--- config.mk ---
export PLATFORM = sky130hd
export DESIGN_NAME = present_byte_ctrl
export DESIGN_NICKNAME = d
export VERILOG_FILES = /design/src/rtl/present_ctrl_pkg.sv /design/src/rtl/byte_shift_reg.sv /design/src/rtl/present_byte_ctrl.sv
export SDC_FILE = /design/constraint.sdc
export NUM_CORES = 1
export LEC_CHECK = 0
export CAP_MARGIN = 10
export CORE_AREA = 2 2 210 129
export DETAILED_ROUTE_END_ITERATION = 10
export DIE_AREA = 0 0 212 131
export HOLD_SLACK_MARGIN = 0.12
export PLACE_DENSITY = 0.58
export REMOVE_ABC_BUFFERS = 1
export SYNTH_ARGS = -nofsm -noshare
export SYNTH_HDL_FRONTEND = slang
export SYNTH_SLANG_ARGS = --single-unit
--- constraint.sdc ---
create_clock -name Clk_ik -period 2.32 [get_ports Clk_ik]
set_input_delay 0.464 -clock Clk_ik [delete_from_list [all_inputs] [get_ports Clk_ik]]
set_output_delay 0.464 -clock Clk_ik [all_outputs]
set_load 0.1 [all_outputs]
--- src/rtl/present_ctrl_pkg.sv ---
// Shared constants and state encoding for the PRESENT-80 byte-serial host controller.
// Byte counts for key and plaintext, the command bit that requests a new key,
// and the counter terminal values derived from them.
package present_ctrl_pkg;

  typedef enum logic [2:0] {
    ST_IDLE,
    ST_KEY,
    ST_PT,
    ST_START,
    ST_RUN,
    ST_OUT
  } state_t;

  localparam int KEY_BYTES      = 10;
  localparam int PT_BYTES       = 8;
  localparam int CT_BYTES       = 8;
  localparam int CMD_NEWKEY_BIT = 0;

  // Terminal values of the 4-bit byte counter
  localparam logic [3:0] KEY_LAST = 4'(KEY_BYTES - 1);
  localparam logic [3:0] PT_LAST  = 4'(PT_BYTES - 1);
  localparam logic [3:0] OUT_LAST = 4'(CT_BYTES - 1);

endpackage

--- src/rtl/byte_shift_reg.sv ---
// Register of W bits that shifts one byte in at the LSB end (MSB-first streams)
// or loads a full word in parallel; the MSB byte is the next byte to leave.
// Parallel load wins over a shift in the same cycle.
module byte_shift_reg #(
  parameter int W = 64
) (
  input  logic         i_clk,
  input  logic         i_rst,
  input  logic         i_shift,
  input  logic [7:0]   i_byte,
  input  logic         i_load,
  input  logic [W-1:0] i_load_dat,
  output logic [W-1:0] o_q
);

  logic [W-1:0] r_q;

  // Load, shift-in, or hold; synchronous clear on reset
  always_ff @(posedge i_clk) begin
    if (i_rst) begin
      r_q <= '0;
    end else if (i_load) begin
      r_q <= i_load_dat;
    end else if (i_shift) begin
      r_q <= {r_q[W-9:0], i_byte};
    end
  end

  assign o_q = r_q;

endmodule

--- src/rtl/present_byte_ctrl.sv ---
// Byte-serial host controller: collects cmd/key/plaintext, starts the PRESENT core,
// returns the 64-bit ciphertext as 8 bytes MSB first.
// All handshake outputs are registered; OUT holds its byte while the host stalls.
module present_byte_ctrl
  import present_ctrl_pkg::*;
(
  input  logic        Clk_ik,
  input  logic        Reset_ir,
  input  logic [7:0]  InData_ib,
  input  logic        InValid_i,
  output logic        InReady_o,
  output logic [7:0]  OutData_ob,
  output logic        OutValid_o,
  input  logic        OutReady_i,
  output logic [79:0] Key_ob,
  output logic [63:0] PlainText_ob,
  output logic        Start_o,
  input  logic        Ready_i,
  input  logic [63:0] CipherText_ib,
  output logic        Busy_o
);

  state_t      r_state;
  logic [3:0]  r_cnt;
  logic        r_in_rdy;
  logic        r_out_vld;
  logic        r_start;
  logic        r_busy;

  logic        w_in_xfer;
  logic        w_out_xfer;
  logic        w_key_shift;
  logic        w_pt_shift;
  logic        w_ct_load;
  logic [63:0] w_ct_q;

  assign w_in_xfer   = r_in_rdy & InValid_i;
  assign w_out_xfer  = r_out_vld & OutReady_i;
  assign w_key_shift = w_in_xfer && (r_state == ST_KEY);
  assign w_pt_shift  = w_in_xfer && (r_state == ST_PT);
  assign w_ct_load   = (r_state == ST_RUN) && Ready_i;

  byte_shift_reg #(.W(80)) u_key_sr (
    .i_clk      (Clk_ik),
    .i_rst      (Reset_ir),
    .i_shift    (w_key_shift),
    .i_byte     (InData_ib),
    .i_load     (1'b0),
    .i_load_dat (80'd0),
    .o_q        (Key_ob)
  );

  byte_shift_reg #(.W(64)) u_pt_sr (
    .i_clk      (Clk_ik),
    .i_rst      (Reset_ir),
    .i_shift    (w_pt_shift),
    .i_byte     (InData_ib),
    .i_load     (1'b0),
    .i_load_dat (64'd0),
    .o_q        (PlainText_ob)
  );

  // Ciphertext register: loaded from the core, then emptied MSB byte first
  byte_shift_reg #(.W(64)) u_ct_sr (
    .i_clk      (Clk_ik),
    .i_rst      (Reset_ir),
    .i_shift    (w_out_xfer),
    .i_byte     (8'h00),
    .i_load     (w_ct_load),
    .i_load_dat (CipherText_ib),
    .o_q        (w_ct_q)
  );

  // Frame sequencer with registered handshake, start and busy outputs
  always_ff @(posedge Clk_ik) begin
    if (Reset_ir) begin
      r_state   <= ST_IDLE;
      r_cnt     <= 4'd0;
      r_in_rdy  <= 1'b1;
      r_out_vld <= 1'b0;
      r_start   <= 1'b0;
      r_busy    <= 1'b0;
    end else begin
      case (r_state)
        ST_IDLE: begin
          if (w_in_xfer) begin
            r_cnt  <= 4'd0;
            r_busy <= 1'b1;
            r_state <= InData_ib[CMD_NEWKEY_BIT] ? ST_KEY : ST_PT;
          end
        end
        ST_KEY: begin
          if (w_in_xfer) begin
            if (r_cnt == KEY_LAST) begin
              r_cnt   <= 4'd0;
              r_state <= ST_PT;
            end else begin
              r_cnt <= r_cnt + 4'd1;
            end
          end
        end
        ST_PT: begin
          if (w_in_xfer) begin
            if (r_cnt == PT_LAST) begin
              r_cnt    <= 4'd0;
              r_state  <= ST_START;
              r_in_rdy <= 1'b0;
              r_start  <= 1'b1;
            end else begin
              r_cnt <= r_cnt + 4'd1;
            end
          end
        end
        ST_START: begin
          // An idle core takes the start in this cycle; a busy one makes us wait
          if (Ready_i) begin
            r_state <= ST_RUN;
            r_start <= 1'b0;
          end
        end
        ST_RUN: begin
          if (Ready_i) begin
            r_cnt     <= 4'd0;
            r_state   <= ST_OUT;
            r_out_vld <= 1'b1;
          end
        end
        ST_OUT: begin
          if (w_out_xfer) begin
            if (r_cnt == OUT_LAST) begin
              r_state   <= ST_IDLE;
              r_out_vld <= 1'b0;
              r_in_rdy  <= 1'b1;
              r_busy    <= 1'b0;
            end else begin
              r_cnt <= r_cnt + 4'd1;
            end
          end
        end
        default: begin
          r_state   <= ST_IDLE;
          r_cnt     <= 4'd0;
          r_in_rdy  <= 1'b1;
          r_out_vld <= 1'b0;
          r_start   <= 1'b0;
          r_busy    <= 1'b0;
        end
      endcase
    end
  end

  assign InReady_o  = r_in_rdy;
  assign OutValid_o = r_out_vld;
  assign OutData_ob = w_ct_q[63:56];
  assign Start_o    = r_start;
  assign Busy_o     = r_busy;

endmodule
==> flow_summary.ini <==
[timing]
whs_ps = 386
fmax_ghz = 0.538
tns_ps = 0
worst_slew_pin_slew_ps = 564
period_share_pct = 80.1
slew_headroom_pct = 62.4
slew_violations = 0
fin_crit_ps = 1860
hold_viol = 0
setup_viol = 0
rsz0062_at_grt = false
clock_skew_ps = 27.0

[floorplanning]
die_h_um = 131
initial_utilization_pct = 34.5
row_count = 46
die_x_um = 212
core_mm2 = 0.0260
ioPinCount = 233
die_area_mm2 = 0.0278

[critical_path]
critPathLaunchType = flop
worstPathArrival_ps = 1390
cp.required_ps = 1860
end_kind = output pin
worst-path-max-fanout = 26
path_class = reg -> out

[final_layout]
final_util_pct = 45.7
nets = 1342
drive_gt1_share_pct = 22.7
syn2layout_area_growth_pct = 32.5

[clock_tree]
cts_resized = 0
cts_setup_buffers = 0
clockBufferDepth = 3
cts.clk_slew.worst_paths_ps = 60
htree_levels = 1
root_buffer = clkbuf_16
cts_buffers = 23
clock_latency_ps = 530
cts_hold_buf = 0
cts_tree = yes
clkSinkCount = 219

[run_status]
outcome = finished clean

[global_route]
antenna_found_initial = 3
grt_max_degree = 92
grt_first_pass_wirelength_mm = 38.1
grt_usage_pct = 16.9
grt_pass1_vias = 7221
grt-ovfl-total = 0

[power]
power.total_uw = 8190
power_density_mw_per_mm2 = 691
leakagePower_uw = 0.00422
vdd_drop_max_uv = 328

[place]
numPortBuffers = 232
dp_hpwl_mm = 16.6
gp_congestion = 0.868

[synthesis]
synth_cell_types = 50
syn_inst = 1077
synthFlopType = dfxtp_1
synth_area_mm2 = 0.00895
synth-seq-area-share_pct = 49.0
ys_seq_elements = 219
avgSynthCellArea_um2 = 8.31
synth_warnings = 0
synth_edf_count = 0
async_flop_share_pct = 0

[run]
maxCapViolCount = 0

[drt]
firstDrtPassIters = 5
routedWlPerCell_um = 15.0
vias = 7959
drt_iter0_drc = 599
drt.antenna.violating_nets = 0
wl_mm = 24.7
route.detailed.drc = 0
drt-vias-per-instance = 4.85

[min_path]
hold_class = in -> reg
registers in the layout (all words and copies together), names as in the netlist:
register / flops
Busy_o: 1
InReady_o: 1
OutValid_o: 1
Start_o: 1
r_cnt: 4
r_state: 3
u_ct_sr.o_q: 64
u_key_sr.o_q: 80
u_pt_sr.o_q: 64
metrics by stage:
stage | std cells | area [µm²] | worst slack (ps)
after floorplan | 978 | 8370 | -2210
after global placement | 1598 | 11100 | 187
after detailed placement | 1598 | 11100 | 144
after CTS | 1640 | 11900 | 443
after global routing | 1640 | 11900 | 307
final | 1642 | 11900 | 462
metal layers:
metal | share of wire (%) | GRT usage [%]
met5 | 0 | 0
met4 | 1.2 | 2.94
met3 | 8.2 | 5.52
met2 | 41 | 24.7
met1 | 49 | 24.5
power by group:
part           total, µW  switching [µW]  internal (µW)  leakage (µW)
Sequential          3850            47.9           3800       0.00177
Combinational        815             531            283       0.00210
Clock               3530            1590           1940      0.000350
worst paths after layout:
check | startpoint | endpoint | slack [ps] | cells past startpoint
setup / recovery | OutValid_o$_SDFFE_PP0P_ | OutValid_o | 460 | 2
hold / removal | OutReady_i | u_ct_sr.o_q[49]$_SDFFE_PP0P_ | 390 | 3
setup reg to reg | r_state[2]$_SDFFE_PP0P_ | u_key_sr.o_q[57]$_SDFFE_PP0P_ | 460 | 5
hold reg to reg | u_pt_sr.o_q[3]$_SDFFE_PP0P_ | u_pt_sr.o_q[11]$_SDFFE_PP0P_ | 440 | 2
cells by family after synthesis:
kind of cell	Yosys count	synth area share (%)
buf+inv	104	6.71
simple gates	512	23.7
compound gates	237	19.9
fa+ha+maj	2	0.279
flops	219	49.0
xor+xnor	1	0.182
mux	2	0.238
cell usage in the layout, fill, tap and decap left out, types with 2 or more instances in the layout:
cell / netlist / layout
a21oi_1: 159 / 159
a311oi_1: 6 / 6
a311oi_2: 50 / 50
a41o_1: 2 / 2
buf_12: 0 / 13
buf_4: 25 / 171
clkbuf_1: 40 / 3
clkbuf_16: 0 / 23
clkbuf_8: 0 / 4
clkdlybuf4s50_1: 0 / 74
clkinv_2: 0 / 8
clkinvlp_4: 0 / 4
dfxtp_1: 219 / 218
diode_2: 0 / 2
ha_1: 2 / 2
inv_1: 4 / 4
nand2_1: 362 / 359
nand2_2: 0 / 2
nand3_1: 68 / 68
nand4b_1: 2 / 2
nor2_1: 58 / 58
nor2b_1: 2 / 2
nor3_1: 3 / 3
nor3b_2: 2 / 2
o211a_1: 2 / 2
o21ai_0: 5 / 5
o2bb2ai_1: 2 / 2
o31ai_1: 2 / 2
synthesized netlist by cell type, types with 2 or more instances:
cell       instances  area [µm²]
nand2_1          362        1360
o31ai_1            2        15.0
nor2_1            58         218
buf_6             12         135
nand4b_1           2        17.5
a311oi_2          50         751
inv_1              4        15.0
o211a_1            2        20.0
nor2b_1            2        12.5
o2bb2ai_1          2        17.5
a311oi_1           6        52.6
a41o_1             2        20.0
o21ai_0            5        25.0
buf_4             25         188
and2_1             2        12.5
a21oi_1          159         796
nand3_1           68         340
buf_2             21         105
nor3b_2            2        25.0
dfxtp_1          219        4380
nor3_1             3        15.0
ha_1               2        25.0
clkbuf_1          40         150
worst max-delay path, cell delays in order, from the launching register on:
cell,delay [ps]
dfxtp_2,340
buf_4,300
buf_12,220
final cells by class:
type,count,area [µm²]
well taps,360,450
diodes,2,5.00
fillers,2517,14100
clock buffers,29,628
multi-input cells,754,3980
clock inverters,13,90.1
inverters,5,18.8
repair buffers,260,2300
flip-flops and latches,219,4390
Power figures use the tool's default switching activity.
